**config.mk**
```make
export PLATFORM = sky130hd
export DESIGN_NAME = multdiv_sequencer
export DESIGN_NICKNAME = d
export VERILOG_FILES = /design/src/rtl/processor_pkg.sv /design/src/rtl/md_timeout_counter.sv /design/src/rtl/multdiv_sequencer.sv
export SDC_FILE = /design/constraint.sdc
export NUM_CORES = 1
export LEC_CHECK = 0
export ABC_AREA = 1
export ABC_CLOCK_PERIOD_IN_PS = 2000
export CAP_MARGIN = 20
export CORE_MARGIN = 1
export CORE_UTILIZATION = 42
export DETAILED_ROUTE_END_ITERATION = 8
export PLACE_DENSITY = 0.78
export SYNTH_ARGS = -nofsm -noshare
export SYNTH_HDL_FRONTEND = slang
export SYNTH_SLANG_ARGS = --single-unit
```
**constraint.sdc**
```tcl
create_clock -name clock -period 2 [get_ports clock]
set_clock_uncertainty 0.15 [all_clocks]
set_input_delay 0.4 -clock clock [delete_from_list [all_inputs] [get_ports clock]]
set_output_delay 0.4 -clock clock [all_outputs]
set_load 0.02 [all_outputs]
```
**src/rtl/processor_pkg.sv**
```systemverilog
// Shared processor definitions used by the mult/div sequencer.
// Holds the sequencer FSM state encoding, the R-type ALUop codes that
// select the iterative unit, the $rstatus register index and the
// architectural exception codes written to $rstatus.
package processor_pkg;

    // Sequencer FSM state encoding
    localparam logic [1:0] ST_IDLE  = 2'd0;
    localparam logic [1:0] ST_ISSUE = 2'd1;
    localparam logic [1:0] ST_WAIT  = 2'd2;
    localparam logic [1:0] ST_WB    = 2'd3;

    // R-type ALUop values routed to the iterative mult/div unit
    localparam logic [4:0] ALUOP_MUL = 5'b00110;
    localparam logic [4:0] ALUOP_DIV = 5'b00111;

    // Register that receives exception codes
    localparam int RSTATUS_IDX = 30;

    // Exception codes written to $rstatus
    localparam int EXC_ADD  = 1;
    localparam int EXC_ADDI = 2;
    localparam int EXC_SUB  = 3;
    localparam int EXC_MUL  = 4;
    localparam int EXC_DIV  = 5;

    // Select the exception code for the operation in flight
    function automatic int exc_code_sel(input logic is_div, input int mul_code, input int div_code);
        return is_div ? div_code : mul_code;
    endfunction

endpackage

```
**src/rtl/md_timeout_counter.sv**
```systemverilog
// Watchdog counter for the mult/div WAIT state.
// Ports:
//   clock    - system clock, rising edge
//   reset    - asynchronous active-low reset
//   clear    - synchronous clear to zero (takes priority over enable)
//   enable   - increment by one this cycle
//   terminal - high while the count equals TIMEOUT-1
module md_timeout_counter #(
    parameter int TIMEOUT = 64,
    parameter int CNT_W   = $clog2(TIMEOUT + 1)
) (
    input  logic clock,
    input  logic reset,
    input  logic clear,
    input  logic enable,
    output logic terminal
);

    logic [CNT_W-1:0] count_r;

    // Count register: clear has priority, then increment when enabled
    always_ff @(posedge clock or negedge reset) begin
        if (!reset) begin
            count_r <= {CNT_W{1'b0}};
        end else if (clear) begin
            count_r <= {CNT_W{1'b0}};
        end else if (enable) begin
            count_r <= count_r + CNT_W'(1);
        end else begin
            count_r <= count_r;
        end
    end

    // Terminal-count decode; the sequencer leaves WAIT here, so the count never wraps
    always_comb begin
        terminal = (count_r == CNT_W'(TIMEOUT - 1));
    end

endmodule

```
**src/rtl/multdiv_sequencer.sv**
```systemverilog
// Multi-cycle sequencer sharing the iterative mult/div unit with the
// single-cycle datapath. A decoded MUL/DIV freezes PC/IR (stall), the
// operands are latched, the unit is started with a one-cycle pulse, the
// result is awaited under a watchdog and a single regfile writeback is
// produced: the result to rd, or an exception code to $rstatus.
// Ports:
//   clock, reset            - clock and asynchronous active-low reset
//   issue_valid/is_div/rd   - decoded MUL/DIV request, its kind and destination
//   operand_a/operand_b     - regfile read data
//   md_ctrl_mult/div        - one-cycle start pulses to the unit
//   md_operand_a/b          - latched operands, stable from ISSUE through WAIT
//   md_result_rdy/result/exception - unit response
//   stall                   - hold PC/IR and suppress the normal regfile write
//   wb_we/wb_rd/wb_data     - one-cycle writeback
//   busy                    - FSM outside IDLE
module multdiv_sequencer
    import processor_pkg::*;
#(
    parameter int DATA_WIDTH   = 32,
    parameter int TIMEOUT      = 64,
    parameter int RSTATUS_REG  = RSTATUS_IDX,
    parameter int MUL_EXC_CODE = EXC_MUL,
    parameter int DIV_EXC_CODE = EXC_DIV
) (
    input  logic                  clock,
    input  logic                  reset,
    input  logic                  issue_valid,
    input  logic                  issue_is_div,
    input  logic [4:0]            issue_rd,
    input  logic [DATA_WIDTH-1:0] operand_a,
    input  logic [DATA_WIDTH-1:0] operand_b,
    output logic                  md_ctrl_mult,
    output logic                  md_ctrl_div,
    output logic [DATA_WIDTH-1:0] md_operand_a,
    output logic [DATA_WIDTH-1:0] md_operand_b,
    input  logic                  md_result_rdy,
    input  logic [DATA_WIDTH-1:0] md_result,
    input  logic                  md_exception,
    output logic                  stall,
    output logic                  wb_we,
    output logic [4:0]            wb_rd,
    output logic [DATA_WIDTH-1:0] wb_data,
    output logic                  busy
);

    logic [1:0]            state_r;
    logic [DATA_WIDTH-1:0] op_a_r;
    logic [DATA_WIDTH-1:0] op_b_r;
    logic [4:0]            rd_r;
    logic                  is_div_r;
    logic [DATA_WIDTH-1:0] result_r;
    logic                  exc_r;
    logic                  cnt_clear_s;
    logic                  cnt_enable_s;
    logic                  cnt_terminal_s;

    md_timeout_counter #(
        .TIMEOUT (TIMEOUT)
    ) u_timeout (
        .clock    (clock),
        .reset    (reset),
        .clear    (cnt_clear_s),
        .enable   (cnt_enable_s),
        .terminal (cnt_terminal_s)
    );

    // Watchdog control: cleared while the start pulse is out, counts during WAIT
    always_comb begin
        cnt_clear_s  = (state_r == ST_ISSUE);
        cnt_enable_s = (state_r == ST_WAIT);
    end

    // FSM and operand/result capture
    always_ff @(posedge clock or negedge reset) begin
        if (!reset) begin
            state_r  <= ST_IDLE;
            op_a_r   <= {DATA_WIDTH{1'b0}};
            op_b_r   <= {DATA_WIDTH{1'b0}};
            rd_r     <= 5'd0;
            is_div_r <= 1'b0;
            result_r <= {DATA_WIDTH{1'b0}};
            exc_r    <= 1'b0;
        end else begin
            case (state_r)
                ST_IDLE: begin
                    if (issue_valid) begin
                        op_a_r   <= operand_a;
                        op_b_r   <= operand_b;
                        rd_r     <= issue_rd;
                        is_div_r <= issue_is_div;
                        state_r  <= ST_ISSUE;
                    end else begin
                        state_r  <= ST_IDLE;
                    end
                end
                ST_ISSUE: begin
                    state_r <= ST_WAIT;
                end
                ST_WAIT: begin
                    // A ready in the terminal cycle still delivers the real result
                    if (md_result_rdy) begin
                        result_r <= md_result;
                        exc_r    <= md_exception;
                        state_r  <= ST_WB;
                    end else if (cnt_terminal_s) begin
                        result_r <= {DATA_WIDTH{1'b0}};
                        exc_r    <= 1'b1;
                        state_r  <= ST_WB;
                    end else begin
                        state_r  <= ST_WAIT;
                    end
                end
                ST_WB: begin
                    state_r <= ST_IDLE;
                end
                default: begin
                    state_r <= ST_IDLE;
                end
            endcase
        end
    end

    // Output decode; stall in IDLE follows issue_valid but is forced low during reset
    always_comb begin
        stall        = 1'b0;
        md_ctrl_mult = 1'b0;
        md_ctrl_div  = 1'b0;
        wb_we        = 1'b0;
        wb_rd        = 5'd0;
        wb_data      = {DATA_WIDTH{1'b0}};
        busy         = (state_r != ST_IDLE);
        md_operand_a = op_a_r;
        md_operand_b = op_b_r;
        case (state_r)
            ST_IDLE: begin
                stall = issue_valid & reset;
            end
            ST_ISSUE: begin
                stall        = 1'b1;
                md_ctrl_div  = is_div_r;
                md_ctrl_mult = ~is_div_r;
            end
            ST_WAIT: begin
                stall = 1'b1;
            end
            ST_WB: begin
                stall   = 1'b0;
                wb_we   = exc_r | (rd_r != 5'd0);
                wb_rd   = exc_r ? 5'(RSTATUS_REG) : rd_r;
                wb_data = exc_r ? DATA_WIDTH'(exc_code_sel(is_div_r, MUL_EXC_CODE, DIV_EXC_CODE))
                                : result_r;
            end
            default: begin
                stall = 1'b0;
            end
        endcase
    end

endmodule

```
==> results of run 1 <==
## cell type report
cell class                 instances  area, um^2  area share (%)
clock buffer                      11         243            3.24
clock inverter                     5        80.1            1.07
inverter                          48         180            2.40
multi-input combinational        266        1740            23.1
sequential                       112        2810            37.4
tap                              140         175            2.34
timing repair buffer             239        2280            30.4
## power by group through the flow
stage / Clock (mW) / Combinational (mW) / Sequential (mW)
2_1_floorplan: 0 / 2.26 / 4.75
3_3_place_gp: 0 / 5.62 / 3.96
3_5_place_dp: 0 / 5.74 / 4.04
4_1_cts: 1.97 / 5.71 / 4.02
5_1_grt: 2.05 / 6.23 / 4.18
6_report: 1.91 / 5.79 / 4.04
## worst max-delay path by stage
stage                   to  slack, ps
3_3_place_gp         stall       -200
6_report       wb_data[26]         20
2_1_floorplan        stall         60
3_5_place_dp         stall       -190
4_1_cts        wb_data[19]        -40
5_1_grt         wb_data[1]        -40
## cell families (layout without fill, tap and decap cells)
logic type | after synthesis | in the layout | share of synthesized area, %
adders and majority gates | 6 | 6 | 1.57
buffers and inverters | 67 | 303 | 6.76
muxes | 68 | 68 | 16.4
DFF | 112 | 112 | 58.5
AOI/OAI and AO/OA | 10 | 10 | 1.04
and+or+nand+nor | 181 | 181 | 15.6
xor gates and xnor gates | 1 | 1 | 0.183
## synth_stat cells, drive strengths merged
library cell | count | area (um^2)
ha | 6 | 75.1
nor2 | 51 | 191
xnor2 | 1 | 8.76
inv | 48 | 180
nand3 | 38 | 195
clkbuf | 8 | 80.1
nand4 | 1 | 6.26
a21oi | 9 | 45.0
buf | 11 | 63.8
nor3 | 3 | 15.0
mux2 | 68 | 788
dfrtp | 112 | 2800
o21ai | 1 | 5.00
nand2 | 88 | 338
## worst max-delay path: stages (launching register included)
cell                      delay [ps]
sky130_fd_sc_hd__dfrtp_2         450
sky130_fd_sc_hd__ha_4            190
sky130_fd_sc_hd__nand2_4         100
sky130_fd_sc_hd__buf_6           150
sky130_fd_sc_hd__nor2_1           50
sky130_fd_sc_hd__buf_4           150
## repair_timing
action,in CTS,in global routing
resized for setup,200,23
pin swaps,1,4
hold buffers,0,0
buffers inserted,0,1
gates cloned,1,0
endpoints found under the setup margin,42,42
## sequential cells by signal, summed over array words and instances, names as in the netlist
signal             flops
u_timeout.count_r      7
rd_r                   5
state_r                2
exc_r                  1
md_operand_a          32
md_operand_b          32
result_r              32
is_div_r               1
## routing by layer
layer / wire (um) / global-route usage (%)
met2: 6590 / 39.2
met1: 4590 / 23.4
met5: 0 / 0
met4: 218 / 8.20
met3: 1520 / 10.8
==> Flow_metrics.wiki, run 1 <==
{| class="wikitable"
! Metric !! Value
|-
| Leading cell types in the layout, fill and taps excluded || sky130_fd_sc_hd__clkdlybuf4s50_1, sky130_fd_sc_hd__dfrtp_1, sky130_fd_sc_hd__nand2_1
|-
| Final Instance Area || about 0.0075 mm^2
|-
| Clock-pin slew on the worst setup and hold paths || about 70 ps
|-
| Hold_ws || -61.8 ps
|-
| Power spent charging and discharging nets || 4.29 mW
|-
| Total GRT Usage || 22.5%
|-
| Syn Area/Cell || 10.8 um^2
|-
| Final Total Pwr || 11.7 mW
|-
| Post-detailed-route DRC marker count || 0
|-
| Remaining global-route overflow || 0
|-
| Post-route worst setup slack || 23.1 ps
|-
| Capturing point of the worst reg2reg path || result_r[27]
|-
| Ratio of total power to cell area || 1570 mW/mm^2
|-
| Filler cell count || 864
|-
| Worst min-delay path class || input port to async pin
|-
| Standard-cell row count || 38
|-
| Max-cap violations || 0
|-
| Netlist cell types || 20
|-
| Relative slew slack || 57.2%
|-
| DRT antenna net count || 0
|-
| Post-synthesis to final-layout area growth || 56.4%
|-
| Type of destination of the critical path || primary output
|-
| Fmax || 0.506 GHz
|-
| Arrival time of the worst setup path || 1430 ps
|-
| Register bit total from synthesis || 112
|-
| Ratio of cells with drive above 1 in the final layout || 25.0%
|-
| Clock buffer depth || 2
|-
| Clock root buffer || sky130_fd_sc_hd__clkbuf_16
|-
| Sw Ratio || 36.5%
|-
| Number of port buffers || 212
|-
| Number of design-rule violations left by the first detailed-router iteration || between 100 and 150
|-
| Share of power burned in registers || 34.4%
|-
| Die height || 109 um
|-
| Largest vdd supply drop || 0.877 mV
|-
| Post-layout instance count excluding filler cells || ~800
|-
| Setup repair after global routing missed its margin || yes
|-
| Setup TNS || 0 ps
|-
| Number of endpoints with negative hold slack in the final report || 18
|-
| Warnings, synthesis || 0
|-
| Cell area after placement || 0.00721 mm^2
|-
| Final number of setup-violating endpoints || 0
|-
| Startpoint-to-endpoint class of the critical path || flip-flop to primary output
|-
| Biggest fanout along the worst timing path || 10
|-
| Post-DR wirelength/cell || 15.7 um
|-
| Leakage power summed over all cells || roughly 3.6 nW
|-
| DRT Pass-1 Iters || 6
|-
| Placed cell count || 803
|-
| WL final || 12900 um
|-
| Total number of nets in the final design || roughly 790
|-
| Relative contribution of combinational cells to total power || 49.3%
|-
| First-pass GRT wire length || 20100 um
|-
| Placer congestion estimate || about 0.77
|-
| Total half-perimeter wirelength after legalization and detailed placement || 9570 um
|-
| Period utilization || 98.8%
|-
| Run status || finished, violations left
|-
| Overall die area || 0.0118 mm^2
|-
| Sequential share of the synthesized area || 58.5%
|-
| Violations in the final reports || negative hold slack
|-
| Post-placement setup slack || -192 ps
|-
| Vias || 3919
|-
| Timing startpoint of the critical path || state_r[0]
|-
| Reg-to-reg critical path startpoint || state_r[0]
|-
| Number of antenna violations at the first check in global routing || 0
|-
| Source-to-sink clock delay at the later pin of the worst-skew pair || between 300 and 400 ps
|-
| Number of levels the H-tree was split into || 3
|-
| Vias in the first global route || 4116
|-
| Cell area after technology mapping || 0.00479 mm^2
|-
| Detail-routed via count per cell || around 4.8
|-
| Ports placed on the boundary || 213
|-
| Synthesized Nets || 558
|-
| Slew at the pin closest to its max-slew limit || 642 ps
|-
| Total inserted antenna cells || 0
|-
| Number of buffers created by CTS || 9
|-
| Width of the die || ~110 um
|-
| Cell count after synthesis || between 400 and 500
|-
| Number of clock sinks || 112
|-
| Critical path startpoint category || flip-flop
|-
| Register-to-register setup slack || 220 ps
|-
| Standard cell core area || 0.0110 mm^2
|-
| Starting density of the core || between 40% and 50%
|-
| Relative contribution of the clock network to total power || between 10% and 20%
|-
| Internal Pwr Total || 7.45 mW
|-
| Period minus WS final || 1980 ps
|-
| Most common cell after layout, fill and taps aside || sky130_fd_sc_hd__clkdlybuf4s50_1
|-
| Pin count of the biggest net entering global routing || about 110
|-
| Cell depth of the worst flop-to-flop path || 7
|-
| Required @ worst endpoint || 1450 ps
|-
| TritonCTS clock tree || built
|-
| Final max-slew violation count || 0
|-
| Fraction of the core area covered by cells at the end of the flow || roughly two thirds
|}
Note: power is estimated with default switching activity, not from simulation.
==> run 2: changes to the inputs <==
--- a/config.mk
+++ b/config.mk
@@ -6,12 +6,12 @@
 export NUM_CORES = 1
 export LEC_CHECK = 0
 export ABC_AREA = 1
-export ABC_CLOCK_PERIOD_IN_PS = 2000
+export ABC_CLOCK_PERIOD_IN_PS = 1800
 export CAP_MARGIN = 20
 export CORE_MARGIN = 1
-export CORE_UTILIZATION = 42
+export CORE_UTILIZATION = 38
 export DETAILED_ROUTE_END_ITERATION = 8
-export PLACE_DENSITY = 0.78
+export PLACE_DENSITY = 0.75
 export SYNTH_ARGS = -nofsm -noshare
 export SYNTH_HDL_FRONTEND = slang
 export SYNTH_SLANG_ARGS = --single-unit
==> constraint.sdc (replaced) <==
create_clock -name clock -period 1.8 [get_ports clock]
set_clock_uncertainty 0.15 [all_clocks]
set_input_delay 0.36 -clock clock [delete_from_list [all_inputs] [get_ports clock]]
set_output_delay 0.36 -clock clock [all_outputs]
set_load 0.02 [all_outputs]
==> run 2 against run 1 <==
  * The run ends with negative setup slack left
  * Sequential power up 9.7%
  * Die area up 10%
  * Register-to-register slack worse by 150 ps
  * Wire length down 0.51%
  * Cell count up 4.1%
  * Count of clock-buffer cells in the layout unchanged
  * Worst setup slack worse by 180 ps
  * Sequential share of layout area down 1.2 points
  * Non-clock buffer count up 6
  * Critical endpoint is now wb_data[15]
  * Total power up 7.5%
  * Sequential cell count unchanged
==> Flow_metrics.wiki, run 2 (same netlist as run 1, synthesis figures left out) <==
{| class="wikitable"
! Metric !! Value
|-
| Startpoint-to-endpoint class of the critical path || flip-flop to primary output (unchanged)
|-
| Clock buffer depth || 2 (unchanged)
|-
| Fraction of the core area covered by cells at the end of the flow || 63.8% (was 68.3%)
|-
| Number of buffers created by CTS || 9 (unchanged)
|-
| Worst min-delay path class || flip-flop to flip-flop (was input port to async pin)
|-
| Number of levels the H-tree was split into || 3 (unchanged)
|-
| Final max-slew violation count || 0 (unchanged)
|-
| Post-synthesis to final-layout area growth || 61.7% (was 56.4%)
|-
| Standard-cell row count || 40 (was 38)
|-
| Type of destination of the critical path || primary output (unchanged)
|-
| Violations in the final reports || negative setup slack (was negative hold slack)
|-
| Width of the die || 114 um (was 109 um)
|-
| WL final || 12800 um (was 12900 um)
|-
| Largest vdd supply drop || 0.968 mV (was 0.877 mV)
|-
| Period minus WS final || a little under 2000 ps
|-
| Period utilization || 108%
|-
| Final number of setup-violating endpoints || 42 (was 0)
|-
| Vias || 3944 (was 3919)
|-
| Standard cell core area || 0.0122 mm^2 (was 0.0110 mm^2)
|-
| Relative slew slack || 67.0% (was 57.2%)
|-
| Remaining global-route overflow || 0 (unchanged)
|-
| Number of clock sinks || 112 (unchanged)
|-
| Total half-perimeter wirelength after legalization and detailed placement || 9190 um (was 9570 um)
|-
| First-pass GRT wire length || 20200 um (was 20100 um)
|-
| Overall die area || 0.0131 mm^2 (was 0.0118 mm^2)
|-
| Die height || 114 um (was 109 um)
|-
| DRT Pass-1 Iters || 4 (was 6)
|-
| Cell with the largest stage delay on the worst path || sky130_fd_sc_hd__dfrtp_2 (unchanged)
|-
| Pin count of the biggest net entering global routing || 92 (was 113)
|-
| Source-to-sink clock delay at the later pin of the worst-skew pair || 340 ps (about the same)
|-
| Max-cap violations || 0 (unchanged)
|-
| Starting density of the core || 39.4% (was 43.7%)
|-
| Number of antenna violations at the first check in global routing || 0 (unchanged)
|-
| Register-to-register setup slack || 70 ps (was 220 ps)
|-
| Hold_ws || 349 ps (was -61.8 ps)
|-
| Total inserted antenna cells || 0 (unchanged)
|-
| Post-detailed-route DRC marker count || 0 (unchanged)
|-
| Leakage power summed over all cells || 3.72 nW (was 3.58 nW)
|-
| TritonCTS clock tree || built (unchanged)
|-
| Delay of the slowest critical-path stage || 440 ps (was 450 ps)
|-
| Number of endpoints with negative hold slack in the final report || 0 (was 18)
|-
| Slew at the pin closest to its max-slew limit || 495 ps (was 642 ps)
|-
| Ratio of cells with drive above 1 in the final layout || 29.8% (was 25.0%)
|-
| Arrival time of the worst setup path || 1440 ps (was 1430 ps)
|-
| Series of cell instances along the critical path || ha_4, nand2_8, clkbuf_16, nor2_2, buf_4 (was ha_4, nand2_4, buf_6, nor2_1, buf_4)
|-
| Ratio of total power to cell area || 1630 mW/mm^2 (was 1570 mW/mm^2)
|-
| Total number of nets in the final design || 795 (was 789)
|-
| Detail-routed via count per cell || 4.61 (was 4.77)
|-
| Number of design-rule violations left by the first detailed-router iteration || 183 (was 145)
|-
| Fmax || 0.512 GHz
|-
| Setup repair after global routing missed its margin || yes (unchanged)
|-
| Post-DR wirelength/cell || 15.0 um (was 15.7 um)
|-
| Total GRT Usage || 20.0% (was 22.5%)
|-
| Run status || finished, violations left (unchanged)
|-
| Leading cell types in the layout, fill and taps excluded || sky130_fd_sc_hd__dfrtp_1, sky130_fd_sc_hd__clkdlybuf4s50_1, sky130_fd_sc_hd__nand2_1 (was sky130_fd_sc_hd__clkdlybuf4s50_1, sky130_fd_sc_hd__dfrtp_1, sky130_fd_sc_hd__nand2_1)
|-
| Required @ worst endpoint || 1290 ps (was 1450 ps)
|-
| Clock root buffer || sky130_fd_sc_hd__clkbuf_16 (unchanged)
|-
| Post-route worst setup slack || -153 ps (was 23.1 ps)
|-
| Clock-pin slew on the worst setup and hold paths || 70 ps (about the same)
|-
| Most common cell after layout, fill and taps aside || sky130_fd_sc_hd__dfrtp_1 (was sky130_fd_sc_hd__clkdlybuf4s50_1)
|-
| Biggest fanout along the worst timing path || 8 (was 10)
|-
| DRT antenna net count || 0 (unchanged)
|-
| Vias in the first global route || 4055 (was 4116)
|-
| Critical path startpoint category || flip-flop (unchanged)
|-
| Number of port buffers || 212 (unchanged)
|-
| Ports placed on the boundary || 213 (unchanged)
|-
| Placer congestion estimate || 0.768 (was 0.775)
|}
[run 2: changes by cell type in the layout (fill, tap and decap cells not counted), sizes merged]
cell | before | now
clkbuf | 11 | 12
bufinv | 2 | 0
dlygate4sd2 | 1 | 64
clkdlybuf4s50 | 169 | 105
clkinv | 1 | 3
buf | 69 | 74
dlygate4sd3 | 0 | 1
[run 2: power by group]
part | leakage, nW | switching [mW] | internal (mW)
logic | 2.25 | 3.36 | 3.03
clock network | 0.126 | 0.877 | 0.938
registers | 1.35 | 0.669 | 3.76
[run 2: final cells by class]
cell class | instances | area (um^2)
fillers | 998 | 4410
repair buffers | 245 | 2420
multi-input cells | 266 | 1860
clock buffers | 11 | 233
inverters | 48 | 185
well taps | 168 | 210
clock inverters | 5 | 33.8
flip-flops and latches | 112 | 2810
[run 2: stage by stage]
stage                     power [mW]  cell area, um^2  setup TNS, ps  setup slack (ps)  instances
after CTS                       12.5             7530          -6900              -185        853
after global placement          10.6             7220         -12760              -331        831
after floorplan                 7.80             4790              0              51.9        445
after global routing            13.4             7750          -7220              -231        855
after detailed placement        10.8             7220         -15700              -323        831
final                           12.6             7750          -4780              -153        855
[run 2: repair_timing]
| item | 4_1_cts | 5_1_grt |
|---|---|---|
| setup endpoints to repair | 151 | 107 |
| hold endpoints to repair | 21 | 0 |
| buffers inserted | 2 | 1 |
| pin swaps | 5 | 1 |
| resized for setup | 310 | 61 |
| gates cloned | 3 | 1 |
| hold buffers | 1 | 0 |
[run 2: worst paths after layout]
check / start / to / cells past startpoint
worst max-delay path: state_r[1] / wb_data[15] / 5
worst max register to register: state_r[1] / md_operand_b[30] / 6
max in group asynchronous: reset / state_r[0] / 4
worst min-delay path: md_operand_a[30] / md_operand_a[30] / 1
worst min register to register: md_operand_a[30] / md_operand_a[30] / 1
min in group asynchronous: reset / result_r[17] / 3
[run 2: worst max-delay path: cells and delay by family, from the launching register on]
family / cells / cell delay, ps
adders and majority gates: 1 / 200
buffers and inverters: 2 / 330
DFF: 1 / 440
and+or+nand+nor: 2 / 130
[run 2: metal layers]
layer / GRT usage, % / vias up / wire length [um]
met3: 5.82 / 16 / 904
li1: - / 1889 / -
met2: 34.7 / 142 / 6640
met5: 0 / - / 0
met1: 24.2 / 1897 / 5100
met4: 5.80 / 0 / 200
